File: src/rtl/addsub_seq_ctrl.sv
// Wide add/subtract sequencer: one 32-bit adder/subtractor slice reused over WORDS cycles, LSW first.
// Define ADDSUB_SEQ_OVF_EN to add the signed-overflow output Ovf.
module addsub_seq_ctrl #(
  parameter int WORDS = 2
) (
  input  logic                clk,
  input  logic                rst_n,
  input  logic                in_valid,
  output logic                in_ready,
  input  logic [32*WORDS-1:0] A,
  input  logic [32*WORDS-1:0] B,
  input  logic                Sub,
  output logic                out_valid,
  input  logic                out_ready,
  output logic [32*WORDS-1:0] Out,
  output logic                Cout,
`ifdef ADDSUB_SEQ_OVF_EN
  output logic                Ovf,
`endif
  output logic                busy
);
  localparam int W     = 32*WORDS;
  localparam int IDX_W = $clog2(WORDS) + 1;
  localparam logic [IDX_W-1:0] LAST = IDX_W'(WORDS-1);

  localparam logic [1:0] IDLE = 2'd0;
  localparam logic [1:0] RUN  = 2'd1;
  localparam logic [1:0] DONE = 2'd2;

  logic [1:0]       state;
  logic [IDX_W-1:0] idx;
  logic [IDX_W+4:0] base;
  logic             carry;
  logic [W-1:0]     a_p0;
  logic [W-1:0]     b_p0;
  logic             sub_p0;
  logic [31:0]      slice_a;
  logic [31:0]      slice_b;
  logic [31:0]      slice_sum;
  logic             slice_cout;

  // Behaviour of the shared gate-level slice: B is inverted by Cin, which is also the carry-in.
  function automatic logic [32:0] slice_addsub(input logic [31:0] a, input logic [31:0] b,
                                               input logic cin);
    logic [31:0] b_int;
    b_int = b ^ {32{cin}};
    return {1'b0, a} + {1'b0, b_int} + {32'd0, cin};
  endfunction

  // Pre-XOR with Sub^carry cancels the slice's own inversion, leaving B^Sub at the adder.
  always_comb begin
    base    = {idx, 5'd0};
    slice_a = a_p0[base +: 32];
    slice_b = b_p0[base +: 32] ^ {32{sub_p0 ^ carry}};
    {slice_cout, slice_sum} = slice_addsub(slice_a, slice_b, carry);
  end

  assign in_ready  = (state == IDLE);
  assign busy      = (state == RUN);
  assign out_valid = (state == DONE);

  // Operand capture stage: loaded only on acceptance, frozen while the operation runs.
  always_ff @(posedge clk) begin
    if (state == IDLE && in_valid) begin
      a_p0   <= A;
      b_p0   <= B;
      sub_p0 <= Sub;
    end
  end

  // Sequencing stage: one word per RUN cycle, carry chained through a register.
  always_ff @(posedge clk or negedge rst_n) begin
    if (!rst_n) begin
      state <= IDLE;
      idx   <= '0;
      carry <= 1'b0;
      Out   <= '0;
      Cout  <= 1'b0;
`ifdef ADDSUB_SEQ_OVF_EN
      Ovf   <= 1'b0;
`endif
    end else begin
      case (state)
        IDLE: begin
          if (in_valid) begin
            idx   <= '0;
            carry <= Sub;
            state <= RUN;
          end
        end
        RUN: begin
          Out[base +: 32] <= slice_sum;
          carry           <= slice_cout;
          idx             <= idx + 1'b1;
          if (idx == LAST) begin
            Cout  <= slice_cout;
`ifdef ADDSUB_SEQ_OVF_EN
            Ovf   <= (slice_a[31] == (b_p0[W-1] ^ sub_p0)) && (slice_sum[31] != slice_a[31]);
`endif
            state <= DONE;
          end
        end
        DONE: begin
          if (out_ready) begin
`ifdef ADDSUB_SEQ_OVF_EN
            Ovf   <= 1'b0;
`endif
            state <= IDLE;
          end
        end
        default: state <= IDLE;
      endcase
    end
  end
endmodule

File: config.mk
export PLATFORM = sky130hd
export DESIGN_NAME = addsub_seq_ctrl
export DESIGN_NICKNAME = d
export VERILOG_FILES = /design/src/rtl/addsub_seq_ctrl.sv
export SDC_FILE = /design/constraint.sdc
export NUM_CORES = 1
export LEC_CHECK = 0
export CORE_MARGIN = 3
export CORE_UTILIZATION = 50
export DETAILED_ROUTE_END_ITERATION = 8
export HOLD_SLACK_MARGIN = 0.08
export PLACE_DENSITY = 0.76
export SETUP_SLACK_MARGIN = 0.3
export SLEW_MARGIN = 10
export SYNTH_ARGS = -nofsm -noshare
export SYNTH_HDL_FRONTEND = slang
export SYNTH_SLANG_ARGS = --single-unit
File: constraint.sdc
create_clock -name clk -period 12.4 [get_ports clk]
set_input_delay 2.48 -clock clk [delete_from_list [all_inputs] [get_ports clk]]
set_output_delay 2.48 -clock clk [all_outputs]
set_load 0.1 [all_outputs]
==> results of run 1 <==
==> metal layers <==
metal  GRT usage  up-vias  wire [um]
li1            -     3164          -
met1      0.3361     3114      10570
met2      0.3118      250       9647
met3     0.04093       16       1452
met4     0.06392        0        289
met5           0        -          0
==> critical path: cells and delay by family (launching register included) <==
family                 cells  cell delay [ns]
buffers and inverters      2             1.31
DFF                        1             0.40
and+or+nand+nor            1             0.23
==> sequential cells by signal, indices dropped and copies added, names as in the netlist <==
signal / flops
b_p0: 64
idx: 2
carry: 1
state: 2
Out: 64
a_p0: 64
Cout: 1
sub_p0: 1
==> layout by cell type (no fill, tap or decap), types with 6 or more instances in the layout <==
cell type          n
buf_4              8
nor2_1            80
dfrtp_1           68
a21oi_1           36
a21o_1            11
ha_1              35
nand4_1            8
nor3_1             6
xnor2_1           47
edfxtp_1         129
nand2_1           43
clkbuf_16         17
a22o_1            48
inv_8              6
mux2i_1           66
nor2b_1            6
o21ai_0           35
clkdlybuf4s50_1  199
nand3_1            8
inv_1             12
xor2_1            13
==> path summary, 6_finish.rpt <==
check / start / to / cells past startpoint / slack (ns)
hold reg to reg: Out[57] / Out[57] / 2 / 0.50
max in group asynchronous: rst_n / idx[0] / 2 / 9.57
hold / removal: Out[57] / Out[57] / 2 / 0.50
min in group asynchronous: rst_n / Out[44] / 2 / 2.23
setup reg to reg: idx[0] / Cout / 14 / 7.67
setup / recovery: state[1] / busy / 3 / 7.54
==> logic make-up after synthesis <==
group                      Yosys count  synth area share
buffers and inverters               51           0.02105
AOI/OAI and AO/OA                  174            0.1304
xor gates and xnor gates            60           0.05561
adders and majority gates           36           0.04846
and+or+nand+nor                    164           0.07414
muxes                               70           0.07507
DFF                                199            0.5953
==> per-stage QoR <==
stage	std cells	setup slack (ns)	instance area, um2
2_1_floorplan	754	6.749	9450
3_3_place_gp	1155	7.579	11660
3_5_place_dp	1155	7.505	11660
4_1_cts	1187	7.517	12320
5_1_grt	1187	7.248	12320
6_report	1187	7.536	12320
==> area by class of cell <==
class	count	area share
sequential	199	0.4570
multi-input combinational	504	0.2947
timing repair buffer	208	0.1670
clock buffer	17	0.03453
tap	229	0.02326
clock inverter	15	0.01869
inverter	15	0.004774
==> metrics.csv, run 1 <==
metric,value,unit
cp_max_fo,7,
syn-cell-area,0.009450,mm2
cts_buffer_depth,2,
die_area,0.02059,mm2
skew,0.006465,ns
insertion_delay,0.44,ns
grt_overflow_total,0,
synthTopCellsByArea,"edfxtp_1 41%, dfrtp_1 19%, mux2i_1 7.0%, ha_1 4.6%, a22o_1 4.4%",
wl,21960,um
start_kind,register,
drt-wirelength-per-cell,18.50,um
layout.nets,1114,
crit_chain,nand2b_1 > clkinv_1 > clkdlybuf4s50_1,
setup_violations,0,
max_slew_margin,0.2731,
htree_levels,4,
port_buffers,200,
ys_warn_count,0,
cts_hold_buffers,0,
fin_crit_sh,0.3922,
path_clk_slew,0.07,ns
io_pins,201,
fmax,205.6,MHz
clkSinkCount,199,
grt_usage,0.2167,
cts_tree,built,
drive_gt1_frac,0.05950,
synth.avg_cell_area,12.53,um2
synth_cells,754,
synth_cell_type_count,52,
synth_largest_area_cell,edfxtp_1,
max_stage_delay,1.15,ns
crit_arrival,2.38,ns
async_reset_ff_frac,0.3518,
min_period,4.864,ns
yosys.cell_count.top_type,edfxtp_1,
path_class,register to primary output,
syn_to_final_growth,30.36,%
postRouteAntennaNets,0,
drtPass1Iterations,4,
cts-root-buf,clkbuf_16,
antenna_cells,0,
initial_core_util,0.5173,
antenna_found_initial,0,
cts_buffers,17,
hold_path.class,register to register,
drt_first_iter_violations,493,
via_count,6544,
n_fill_cell,1331,
post_cts_resized,0,
finalSetupTns,0,ns
yosys-top-cells-count,"129 x edfxtp_1, 80 x nor2_1, 70 x dfrtp_1, 66 x mux2i_1, 48 x a22o_1",
drcViolationCount,0,
post_cts_buffers,0,
avgViaCountPerCell,5.513,
yosys.area.top_type_share,0.4099,
coreArea,0.01827,mm2
cap_violations,0,
grt_max_degree,84,
critPathCaptureType,primary output,
synth-edff-count,129,
ys_seq_area_frac,0.5953,
multi_input_area,0.003631,mm2
grt_pass1_vias,6463,
ys.flop_type,edfxtp_1,
dp_hpwl,16270,um
grt_pass1_wl,34450,um
hold_viol,0,
die_h,143.5,um
drv_slew,0,
fin_util,0.6743,
synth_seq_cells,199,
cp.required,9.92,ns
gp_congestion,0.8953,
holdWs,0.4956,ns
grt_setup_unrepaired,false,
worst_pin_slew,1.090,ns
status,completed,
rows,49,
seqCellArea,0.005630,mm2
dieWidth,143.5,um
critPathSlowestCell,clkdlybuf4s50_1,
synth_nets,923,
Power of run 1 is left out: the tool's default activity adds up to more than one toggle a clock period on the data nets, which glitch-free logic cannot reach.
==> inputs of run 2 (changes only) <==
--- a/config.mk
+++ b/config.mk
@@ -6,10 +6,10 @@
 export NUM_CORES = 1
 export LEC_CHECK = 0
 export CORE_MARGIN = 3
-export CORE_UTILIZATION = 50
+export CORE_UTILIZATION = 46
 export DETAILED_ROUTE_END_ITERATION = 8
 export HOLD_SLACK_MARGIN = 0.08
-export PLACE_DENSITY = 0.76
+export PLACE_DENSITY = 0.73
 export SETUP_SLACK_MARGIN = 0.3
 export SLEW_MARGIN = 10
 export SYNTH_ARGS = -nofsm -noshare
==> constraint.sdc (replaced) <==
create_clock -name clk -period 4 [get_ports clk]
set_input_delay 0.8 -clock clk [delete_from_list [all_inputs] [get_ports clk]]
set_output_delay 0.8 -clock clk [all_outputs]
set_load 0.1 [all_outputs]
==> run 2 against run 1 <==
Cell count increased by 4.9%. Global-route usage decreased by 1.0 points. Routed wire length increased by 5.6%. Worst hold slack about the same. Sequential cell count unchanged. Core utilization decreased by 3.7 points. Via count increased by 2.3%. Largest cell class unchanged. Highest routed layer unchanged.
==> metrics.csv, run 2 (synthesis gave the netlist of run 1 again) <==
metric,value,unit,change
grt_max_degree,52,,was 84
fin_crit_sh,0.9089,,
die_area,0.02230,mm2,was 0.02059 mm2
cp.required,4.31,ns,was 9.92 ns
fin_area,0.01265,mm2,was 0.01232 mm2
hold_path.class,register to register,,unchanged
cap_violations,0,,unchanged
n_fill_cell,1547,,was 1331
cts_buffer_depth,2,,unchanged
hold_viol,0,,unchanged
drive_gt1_frac,0.1071,,was 0.05950
cp_max_fo,6,,was 7
final_cell_mix,"198 x clkdlybuf4s50_1, 129 x edfxtp_1, 78 x nor2_1",,"was 199 x clkdlybuf4s50_1, 129 x edfxtp_1, 80 x nor2_1"
grt_pass1_wl,35510,um,was 34450 um
die_h,149.3,um,was 143.5 um
path_class,register to register,,was register to primary output
coreArea,0.01985,mm2,was 0.01827 mm2
r2r_setup_slack,0.36,ns,was 7.67 ns
postRouteAntennaNets,0,,unchanged
critPathSlowestCell,dfrtp_4,,was clkdlybuf4s50_1
final_cells,1245,,was 1187
max_stage_delay,0.50,ns,was 1.15 ns
drt_first_iter_violations,413,,was 493
cts_buffers,17,,unchanged
grt_setup_unrepaired,true,,was false
wl,23180,um,was 21960 um
cts-root-buf,clkbuf_16,,unchanged
cts_tree,built,,unchanged
skew,0.009810,ns,was 0.006465 ns
rows,51,,was 49
clkSinkCount,199,,unchanged
layout_commonest_cell,clkdlybuf4s50_1,,unchanged
gp_congestion,0.8557,,was 0.8953
place_area,0.01183,mm2,was 0.01166 mm2
grt.met1_usage,0.3016,,was 0.3361
start_kind,register,,unchanged
crit_buf_inv,1,,was 2
grt_pass1_vias,6582,,was 6463
grt_overflow_total,0,,unchanged
top_regs,"Out (64), a_p0 (64), b_p0 (64)",,unchanged
min_period,3.636,ns,
crit_family,compound AO/OA/AOI/OAI gates,,was buffers and inverters
htree_levels,4,,unchanged
syn_to_final_growth,33.85,%,was 30.36%
holdWs,0.4954,ns,was 0.4956 ns
drv_slew,0,,unchanged
critPathCaptureType,register,,was primary output
drtPass1Iterations,4,,unchanged
grt_use_met3,0.04315,,was 0.04093
insertion_delay,0.43,ns,was 0.44 ns
place_inst,1203,,was 1155
grt_usage,0.2063,,was 0.2167
crit_chain,buf_12 > mux2_4 > o311a_4 > o221ai_4 > fa_2 > nand2b_4 > a21oi_4 > o311ai_2 > a211o_1 > a21oi_2 > o31ai_4 > o211ai_1 > xor2_1 > a22o_1,,was nand2b_1 > clkinv_1 > clkdlybuf4s50_1
layout.nets,1136,,was 1114
antenna_found_initial,0,,unchanged
max_slew_margin,0.2997,,was 0.2731
path_clk_slew,0.08,ns,was 0.07 ns
status,completed,,unchanged
dp_hpwl,17540,um,was 16270 um
finalSetupTns,0,ns,unchanged
drcViolationCount,0,,unchanged
initial_core_util,0.4762,,was 0.5173
port_buffers,200,,unchanged
grt_busiest_layer,met2,,was met1
worst_pin_slew,1.051,ns,was 1.090 ns
via_count,6697,,was 6544
antenna_cells,0,,unchanged
fmax,275.0,MHz,
crit_arrival,3.95,ns,was 2.38 ns
io_pins,201,,unchanged
avgViaCountPerCell,5.379,,was 5.513
grt_use_met2,0.3112,,was 0.3118
setup_violations,0,,unchanged
drt-wirelength-per-cell,18.62,um,was 18.50 um
dieWidth,149.3,um,was 143.5 um
run 2: changes by cell type in the layout (fill, tap and decap cells not counted), moves of 3 or more:
cell	before	now
ha_1	35	31
buf_4	8	26
mux2i_1	66	61
bufinv_16	4	1
mux2i_2	0	5
buf_12	0	5
a21oi_1	36	31
inv_8	6	2
o21ai_0	35	32
ha_2	0	3
a21oi_2	2	5
clkinvlp_4	1	6
run 2: final timing paths:
check / from / endpoint / cells after the start
max: idx[0] / Out[60] / 14
min: Out[57] / Out[57] / 2
max reg2reg: idx[0] / Out[60] / 14
min reg2reg: Out[57] / Out[57] / 2
max in group asynchronous: rst_n / Out[31] / 2
min in group asynchronous: rst_n / Out[44] / 1
run 2: metal layers:
layer	up-vias	wire, um
met4	0	432
met5	-	0
met1	3196	10800
li1	3209	-
met2	260	10430
met3	32	1511
run 2: per-stage QoR:
stage | setup slack (ns) | utilization
finish | 0.3643 | 0.6374
global placement | 0.2048 | 0.5959
CTS | 0.3217 | 0.6275
detailed placement | 0.1489 | 0.5959
floorplan | 0.3307 | -
global route | 0.2732 | 0.6374
run 2: repair_timing:
action,CTS,global route
setup buffers,3,7
pin swaps,1,23
gates resized for setup,4,32
hold buffers,0,0
setup endpoints to repair,10,16
run 2: tightest hold or removal path, stage by stage, from the launching register on:
cell	delay, ns
dfrtp_1	0.35
nand2_1	0.05
o21ai_0	0.06
run 2: cell type report:
cell class	count	area [um2]	share of cell area
clock buffers	17	425.4	0.03363
clock inverters	15	142.6	0.01128
inverters	15	60.06	0.004748
multi-input cells	504	3777	0.2986
flip-flops and latches	199	5630	0.4451
well taps	265	331.6	0.02621
repair buffers	230	2282	0.1804
Power of run 2 is left out for the same reason.
